==> src/rtl/axis_write_sched_if.sv <==
// ---------------------------------------------------------------------------
// axis_write_sched_if : requester, config and stream-monitor signals of the scheduler
// Revision 1.0
// ---------------------------------------------------------------------------
`default_nettype none

interface axis_write_sched_if #(
  parameter int NUM_REQ       = 2,
  parameter int CONFIG_AWIDTH = 5,
  parameter int CONFIG_DWIDTH = 32
);
  logic [NUM_REQ-1:0]               req;
  logic [NUM_REQ*CONFIG_DWIDTH-1:0] req_addr;
  logic [NUM_REQ*CONFIG_DWIDTH-1:0] req_len;
  logic [NUM_REQ-1:0]               grant;
  logic [NUM_REQ-1:0]               done;
  logic                             busy;
  logic [CONFIG_AWIDTH-1:0]         cfg_addr;
  logic [CONFIG_DWIDTH-1:0]         cfg_data;
  logic                             cfg_valid;
  logic                             mon_valid;
  logic                             mon_ready;

  modport master (
    input  req, req_addr, req_len, mon_valid, mon_ready,
    output grant, done, busy, cfg_addr, cfg_data, cfg_valid
  );

  modport slave (
    output req, req_addr, req_len, mon_valid, mon_ready,
    input  grant, done, busy, cfg_addr, cfg_data, cfg_valid
  );
endinterface

`default_nettype wire

==> src/rtl/axis_write_sched.sv <==
// ---------------------------------------------------------------------------
// axis_write_sched : round-robin sharing of one axis_write engine among NUM_REQ producers
// Revision 1.0
// ---------------------------------------------------------------------------
`default_nettype none

module axis_write_sched #(
  parameter int NUM_REQ        = 2,
  parameter int CONFIG_ID_BASE = 1,
  parameter int CONFIG_ADDR    = 23,
  parameter int CONFIG_DATA    = 24,
  parameter int CONFIG_AWIDTH  = 5,
  parameter int CONFIG_DWIDTH  = 32
) (
  input  wire logic          clk,
  input  wire logic          rst,
  axis_write_sched_if.master bus
);

  localparam int IW = (NUM_REQ > 1) ? $clog2(NUM_REQ) : 1;

  localparam logic [2:0] S_IDLE     = 3'd0;
  localparam logic [2:0] S_CFG_ID   = 3'd1;
  localparam logic [2:0] S_CFG_ADDR = 3'd2;
  localparam logic [2:0] S_CFG_LEN  = 3'd3;
  localparam logic [2:0] S_STREAM   = 3'd4;
  localparam logic [2:0] S_DONE     = 3'd5;

  logic [2:0]               state, state_nxt;
  logic [IW-1:0]            ptr, sel;
  logic [CONFIG_DWIDTH-1:0] sel_addr, sel_len, lat_addr, lat_len, cnt;
  logic                     hs, last_word;

  logic [NUM_REQ-1:0]       grant_reg, grant_nxt, done_reg, done_nxt;
  logic                     busy_reg, busy_nxt, cfg_valid_reg, cfg_valid_nxt;
  logic [CONFIG_AWIDTH-1:0] cfg_addr_reg, cfg_addr_nxt;
  logic [CONFIG_DWIDTH-1:0] cfg_data_reg, cfg_data_nxt;

  // Lowest set request overall, overridden by the lowest set request above ptr.
  always_comb begin
    sel      = '0;
    sel_addr = '0;
    sel_len  = '0;
    for (int i = NUM_REQ - 1; i >= 0; i--) begin
      if (bus.req[i]) sel = IW'(i);
    end
    for (int i = NUM_REQ - 1; i >= 0; i--) begin
      if (bus.req[i] && (i > int'(ptr))) sel = IW'(i);
    end
    for (int i = 0; i < NUM_REQ; i++) begin
      if (sel == IW'(i)) begin
        sel_addr = bus.req_addr[i*CONFIG_DWIDTH +: CONFIG_DWIDTH];
        sel_len  = bus.req_len[i*CONFIG_DWIDTH +: CONFIG_DWIDTH];
      end
    end
  end

  assign hs        = bus.mon_valid & bus.mon_ready;
  assign last_word = hs && (cnt == (lat_len - CONFIG_DWIDTH'(1)));

  always_ff @(posedge clk) begin
    if (rst) state <= S_IDLE;
    else     state <= state_nxt;
  end

  // A zero-length grant parks in DONE for one extra cycle before the done pulse.
  always_comb begin
    state_nxt = state;
    case (state)
      S_IDLE:     if (|bus.req) state_nxt = (sel_len == '0) ? S_DONE : S_CFG_ID;
      S_CFG_ID:   state_nxt = S_CFG_ADDR;
      S_CFG_ADDR: state_nxt = S_CFG_LEN;
      S_CFG_LEN:  state_nxt = S_STREAM;
      S_STREAM:   if (last_word) state_nxt = S_DONE;
      S_DONE:     if (|done_reg) state_nxt = S_IDLE;
      default:    state_nxt = S_IDLE;
    endcase
  end

  // Outputs are computed from the upcoming state so that they are registered.
  always_comb begin
    grant_nxt     = grant_reg;
    done_nxt      = '0;
    busy_nxt      = (state_nxt != S_IDLE);
    cfg_valid_nxt = 1'b0;
    cfg_addr_nxt  = '0;
    cfg_data_nxt  = '0;
    if (state_nxt == S_IDLE)    grant_nxt = '0;
    else if (state == S_IDLE)   grant_nxt = NUM_REQ'(1) << sel;
    if ((state_nxt == S_DONE) && (state != S_IDLE)) done_nxt = grant_reg;
    case (state_nxt)
      S_CFG_ID: begin
        cfg_valid_nxt = 1'b1;
        cfg_addr_nxt  = CONFIG_AWIDTH'(CONFIG_ADDR);
        cfg_data_nxt  = CONFIG_DWIDTH'(CONFIG_ID_BASE) + CONFIG_DWIDTH'(sel);
      end
      S_CFG_ADDR: begin
        cfg_valid_nxt = 1'b1;
        cfg_addr_nxt  = CONFIG_AWIDTH'(CONFIG_DATA);
        cfg_data_nxt  = lat_addr;
      end
      S_CFG_LEN: begin
        cfg_valid_nxt = 1'b1;
        cfg_addr_nxt  = CONFIG_AWIDTH'(CONFIG_DATA);
        cfg_data_nxt  = lat_len;
      end
      default: ;
    endcase
  end

  always_ff @(posedge clk) begin
    if (rst) begin
      ptr           <= IW'(NUM_REQ - 1);
      lat_addr      <= '0;
      lat_len       <= '0;
      cnt           <= '0;
      grant_reg     <= '0;
      done_reg      <= '0;
      busy_reg      <= 1'b0;
      cfg_valid_reg <= 1'b0;
      cfg_addr_reg  <= '0;
      cfg_data_reg  <= '0;
    end else begin
      grant_reg     <= grant_nxt;
      done_reg      <= done_nxt;
      busy_reg      <= busy_nxt;
      cfg_valid_reg <= cfg_valid_nxt;
      cfg_addr_reg  <= cfg_addr_nxt;
      cfg_data_reg  <= cfg_data_nxt;
      if ((state == S_IDLE) && (|bus.req)) begin
        ptr      <= sel;
        lat_addr <= sel_addr;
        lat_len  <= sel_len;
      end
      if (state != S_STREAM) cnt <= '0;
      else if (hs)           cnt <= last_word ? '0 : cnt + CONFIG_DWIDTH'(1);
    end
  end

  assign bus.grant     = grant_reg;
  assign bus.done      = done_reg;
  assign bus.busy      = busy_reg;
  assign bus.cfg_valid = cfg_valid_reg;
  assign bus.cfg_addr  = cfg_addr_reg;
  assign bus.cfg_data  = cfg_data_reg;

endmodule

`default_nettype wire

==> src/flat_wrapper.sv <==
// flat-port wrapper written by rule: the top's interface ports become plain ports
module axis_write_sched_flat 
#(
  parameter int NUM_REQ        = 2,
  parameter int CONFIG_ID_BASE = 1,
  parameter int CONFIG_ADDR    = 23,
  parameter int CONFIG_DATA    = 24,
  parameter int CONFIG_AWIDTH  = 5,
  parameter int CONFIG_DWIDTH  = 32
)
  (clk, rst, bus_req, bus_req_addr, bus_req_len, bus_mon_valid, bus_mon_ready, bus_grant, bus_done, bus_busy, bus_cfg_addr, bus_cfg_data, bus_cfg_valid);
  axis_write_sched_if #(.NUM_REQ(NUM_REQ), .CONFIG_AWIDTH(CONFIG_AWIDTH), .CONFIG_DWIDTH(CONFIG_DWIDTH)) bus_i ();
  input  wire logic clk;
  input  wire logic rst;
  input wire logic [$bits(bus_i.req)-1:0] bus_req;
  input wire logic [$bits(bus_i.req_addr)-1:0] bus_req_addr;
  input wire logic [$bits(bus_i.req_len)-1:0] bus_req_len;
  input wire logic [$bits(bus_i.mon_valid)-1:0] bus_mon_valid;
  input wire logic [$bits(bus_i.mon_ready)-1:0] bus_mon_ready;
  output wire logic [$bits(bus_i.grant)-1:0] bus_grant;
  output wire logic [$bits(bus_i.done)-1:0] bus_done;
  output wire logic [$bits(bus_i.busy)-1:0] bus_busy;
  output wire logic [$bits(bus_i.cfg_addr)-1:0] bus_cfg_addr;
  output wire logic [$bits(bus_i.cfg_data)-1:0] bus_cfg_data;
  output wire logic [$bits(bus_i.cfg_valid)-1:0] bus_cfg_valid;
  assign bus_i.req = bus_req;
  assign bus_i.req_addr = bus_req_addr;
  assign bus_i.req_len = bus_req_len;
  assign bus_i.mon_valid = bus_mon_valid;
  assign bus_i.mon_ready = bus_mon_ready;
  assign bus_grant = bus_i.grant;
  assign bus_done = bus_i.done;
  assign bus_busy = bus_i.busy;
  assign bus_cfg_addr = bus_i.cfg_addr;
  assign bus_cfg_data = bus_i.cfg_data;
  assign bus_cfg_valid = bus_i.cfg_valid;
  axis_write_sched #(.NUM_REQ(NUM_REQ), .CONFIG_ID_BASE(CONFIG_ID_BASE), .CONFIG_ADDR(CONFIG_ADDR), .CONFIG_DATA(CONFIG_DATA), .CONFIG_AWIDTH(CONFIG_AWIDTH), .CONFIG_DWIDTH(CONFIG_DWIDTH)) u_core (.clk(clk), .rst(rst), .bus(bus_i));
endmodule
==> config.mk <==
export PLATFORM = sky130hd
export DESIGN_NAME = axis_write_sched_flat
export DESIGN_NICKNAME = d
export VERILOG_FILES = /design/src/rtl/axis_write_sched_if.sv /design/src/rtl/axis_write_sched.sv /design/src/flat_wrapper.sv
export SDC_FILE = /design/constraint.sdc
export NUM_CORES = 1
export LEC_CHECK = 0
export CORE_MARGIN = 3
export CORE_UTILIZATION = 40
export DETAILED_ROUTE_END_ITERATION = 6
export PLACE_DENSITY_LB_ADDON = 0.05
export SLEW_MARGIN = 20
export SYNTH_ARGS = -nofsm -noshare
export SYNTH_HDL_FRONTEND = slang
export SYNTH_SLANG_ARGS = --single-unit
==> constraint.sdc <==
create_clock -name clk -period 3.8 [get_ports clk]
set_input_delay 0.76 -clock clk [delete_from_list [all_inputs] [get_ports clk]]
set_output_delay 0.76 -clock clk [all_outputs]
set_load 0.02 [all_outputs]
==> impl_metrics.py <==
metrics = {
    "final_layout": {
        "syn_to_final_growth_pct": 36.4,
        "ff_latch_area_sq_mm": 0.00282,
        "nFillCells": 1615,
        "multi_input_area_sq_mm": 0.00407,
        "nNetsFinal": 1123,
        "antenna_cells": 0,
        "drive_above_1_share": 0.0830,
    },
    "worst_setup_path": {
        "cp_cell_sequence": "nor4_1 -> nand4_1 -> xnor2_1 -> or4_1 -> or4_1 -> or4_4 -> a21oi_1",
        "critPathMaxFanout": 8,
        "critPathSlowestCell": "nor4_1",
        "cp-end-kind": "flip-flop",
        "worstSetupStartpointType": "flip-flop",
        "arrival_ns": 3.92,
        "cpPeakStageDelay_ns": 0.83,
        "ff2ff_setup_slack_ns": 0.24,
        "critPathTopFamily": "simple AND/OR/NAND/NOR gates",
        "path_buf_inv": 0,
        "reg2regPathDepth": 7,
        "crit_type": "flip-flop to flip-flop",
        "startpoint": "u_core.lat_len[2]$_SDFFE_PP0P_",
        "reg2reg_from": "u_core.lat_len[2]$_SDFFE_PP0P_",
        "r2r_end": "u_core.bus.done[1]$_SDFF_PP0_",
        "cp_common_cell": "or4_1",
        "required_ns": 4.16,
    },
    "pwr": {
        "comb_power_share": 0.432,
        "swShare": 0.415,
        "intPower_uw": 4140,
        "p_per_area_mw_per_mm2": 723,
        "p_sw_uw": 2930,
        "max-vdd-ir-drop_v": 0.000370,
        "p_seq_frac": 0.339,
        "pwr-share-clk": 0.229,
        "p_leak_uw": 0.00353,
    },
    "sta": {
        "fin_crit_sh": 0.937,
        "hold_viol": 0,
        "skew_ns": 0.00858,
        "setup_violations": 0,
        "whs_ns": 0.499,
        "worstMarginPinSlew_ns": 0.908,
        "grt_setup_unrepaired": "false",
        "max_freq_mhz": 281,
        "slew_headroom": 0.389,
        "timing.setup.tns_ns": 0,
        "period_minus_slack_ns": 3.56,
        "finalMaxSlewViolations": 0,
    },
    "worst_hold_path": {
        "whs_path_depth": 2,
        "min_path_type": "flip-flop to flip-flop",
        "hold_end": "u_core.bus.grant[1]$_SDFFE_PP0P_",
        "holdCritStartpoint": "u_core.bus.grant[1]$_SDFFE_PP0P_",
    },
    "place": {
        "gp_congestion": 0.833,
        "port_buffers": 176,
        "detailed_place_hpwl_um": 17400,
    },
    "clocking": {
        "cts_buffer_depth": 2,
        "cts-htree-levels": 4,
        "cts_root_buffer": "clkbuf_16",
        "cts_tree": "built",
        "postCtsSetupBuffers": 0,
        "cts_inserted_buffers": 17,
        "clk_pin_slew_ns": 0.07,
        "hold_buffers": 0,
        "worstSkewPairLatency_ns": 0.43,
        "cts-resized-gates": 0,
        "cts.sinks": 141,
    },
    "floorplanning": {
        "initial_core_util": 0.412,
        "core_area_sq_mm": 0.0174,
        "die_x_um": 140,
        "io_pins": 177,
        "rows": 48,
        "dieArea_sq_mm": 0.0196,
        "die_y_um": 140,
    },
    "grt": {
        "grt_max_degree": 90,
        "first_global_vias": 6621,
        "antenna_found_initial": 0,
        "grt_pass1_wl_um": 36400,
        "grt_use_total": 0.233,
        "grt_remaining_overflow": 0,
    },
    "synthesis": {
        "seq_area_frac_synth": 0.394,
        "yosys_warnings": 0,
        "yosys.area.top_type_share": 0.394,
        "syn_area_sq_mm": 0.00717,
        "ys_types": 56,
        "async_reset_ff_frac": 0,
        "synth_edf_count": 0,
        "syn-mean-instance-area_sq_um": 8.68,
        "yosys-top-cells-count": "141 x dfxtp_1, 122 x nor2_1, 68 x a211oi_1, 66 x mux2i_1, 53 x nor3_1",
        "postSynthCellCount": 826,
        "synth_top_cell_by_area": "dfxtp_1",
        "post-synth-top-count-cell": "dfxtp_1",
        "synth_flop_cell": "dfxtp_1",
        "syn_nets": 962,
        "synth_seq_cells": 141,
        "yosys-top-cells-area": "dfxtp_1 39%, mux2i_1 9.2%, a211oi_1 7.1%, nor2_1 6.4%, xor2_1 5.4%",
    },
    "routing": {
        "final_antenna_net_count": 0,
        "met2_length_um": 10400,
        "drc": 0,
        "dr.first_iter.drc_count": 525,
        "vias_per_cell": 5.50,
        "routedWlPerCell_um": 18.5,
        "routed_wl_um": 22700,
        "met1_length_um": 11000,
        "wl_met3_um": 1140,
        "drt_pass1_iterations": 5,
        "highest_layer": "met4",
        "via_count": 6735,
    },
    "status": {
        "status": "completed",
    },
    "job": {
        "cap_viol_max_count": 0,
    },
}
## cell families after synthesis
group / count (synthesis) / synth area share
buf+inv: 74 / 0.0438
compound gates: 146 / 0.147
xor+xnor: 71 / 0.0867
fa+ha+maj: 2 / 0.00349
flops: 141 / 0.394
simple gates: 325 / 0.232
mux: 67 / 0.0937
## worst max path at each step
stage                                          to  slack (ns)  depth (start not counted)
floorplan             u_core.cnt[10]$_SDFFE_PP0P_        0.40                          9
global placement    u_core.bus.done[1]$_SDFF_PP0_        0.02                          8
detailed placement     u_core.cnt[0]$_SDFFE_PP0P_       0.008                          9
CTS                 u_core.bus.done[1]$_SDFF_PP0_        0.31                          7
global route        u_core.bus.done[1]$_SDFF_PP0_        0.09                          7
finish              u_core.bus.done[1]$_SDFF_PP0_        0.24                          7
## power groups by stage
stage                     clock network, uW  registers, uW  logic, uW
after floorplan                           0           2310       2090
after global placement                    0           2410       3040
after detailed placement                  0           2420       3050
after CTS                              1640           2390       3070
after global routing                   1710           2460       3400
final                                  1620           2400       3060
## layer usage
layer	GRT usage	up-vias
met1	0.338	3163
met3	0.0492	19
met4	0.0576	0
met2	0.354	194
met5	0	-
li1	-	3359
## per-stage QoR
step                setup slack, ns  power (uW)  cell area [sq um]  utilization  cells
floorplan                     0.398        4400               7170            -    826
global placement             0.0245        5450               9220        0.529   1193
detailed placement          0.00829        5470               9220        0.529   1193
CTS                           0.314        7100               9790        0.562   1225
global route                 0.0911        7570               9790        0.562   1225
finish                        0.240        7070               9790        0.562   1225
## layout by cell type (no fill, tap or decap), drive strengths merged, types with 2 or more instances in the layout
cell type / n
mux2i: 66
o211ai: 2
o21ai: 12
nand2: 23
or4: 15
clkbuf: 18
or3: 15
inv: 15
nand4b: 2
nand2b: 4
buf: 31
nor2: 122
nor2b: 5
xnor2: 27
and3: 7
o2111ai: 2
clkinvlp: 6
a22oi: 30
and2: 4
or2: 6
xor2: 44
and4: 3
nand4: 15
nor4: 28
a211oi: 69
nand3: 18
dfxtp: 141
ha: 2
a211o: 2
a31oi: 6
clkdlybuf4s50: 175
nor3: 53
clkinv: 2
a21oi: 12
a222oi: 2
## area by class of cell
type	count	area share
clock buffers	18	0.0439
clock inverters	14	0.0141
inverters	10	0.00384
multi-input cells	611	0.416
flip-flops and latches	141	0.288
well taps	225	0.0288
repair buffers	206	0.205
## worst min-delay path, stage by stage (launching register included)
cell and delay [ns]:
dfxtp_1 0.34, nand2_1 0.06, a211oi_1 0.05
Power figures use the tool's default switching activity.
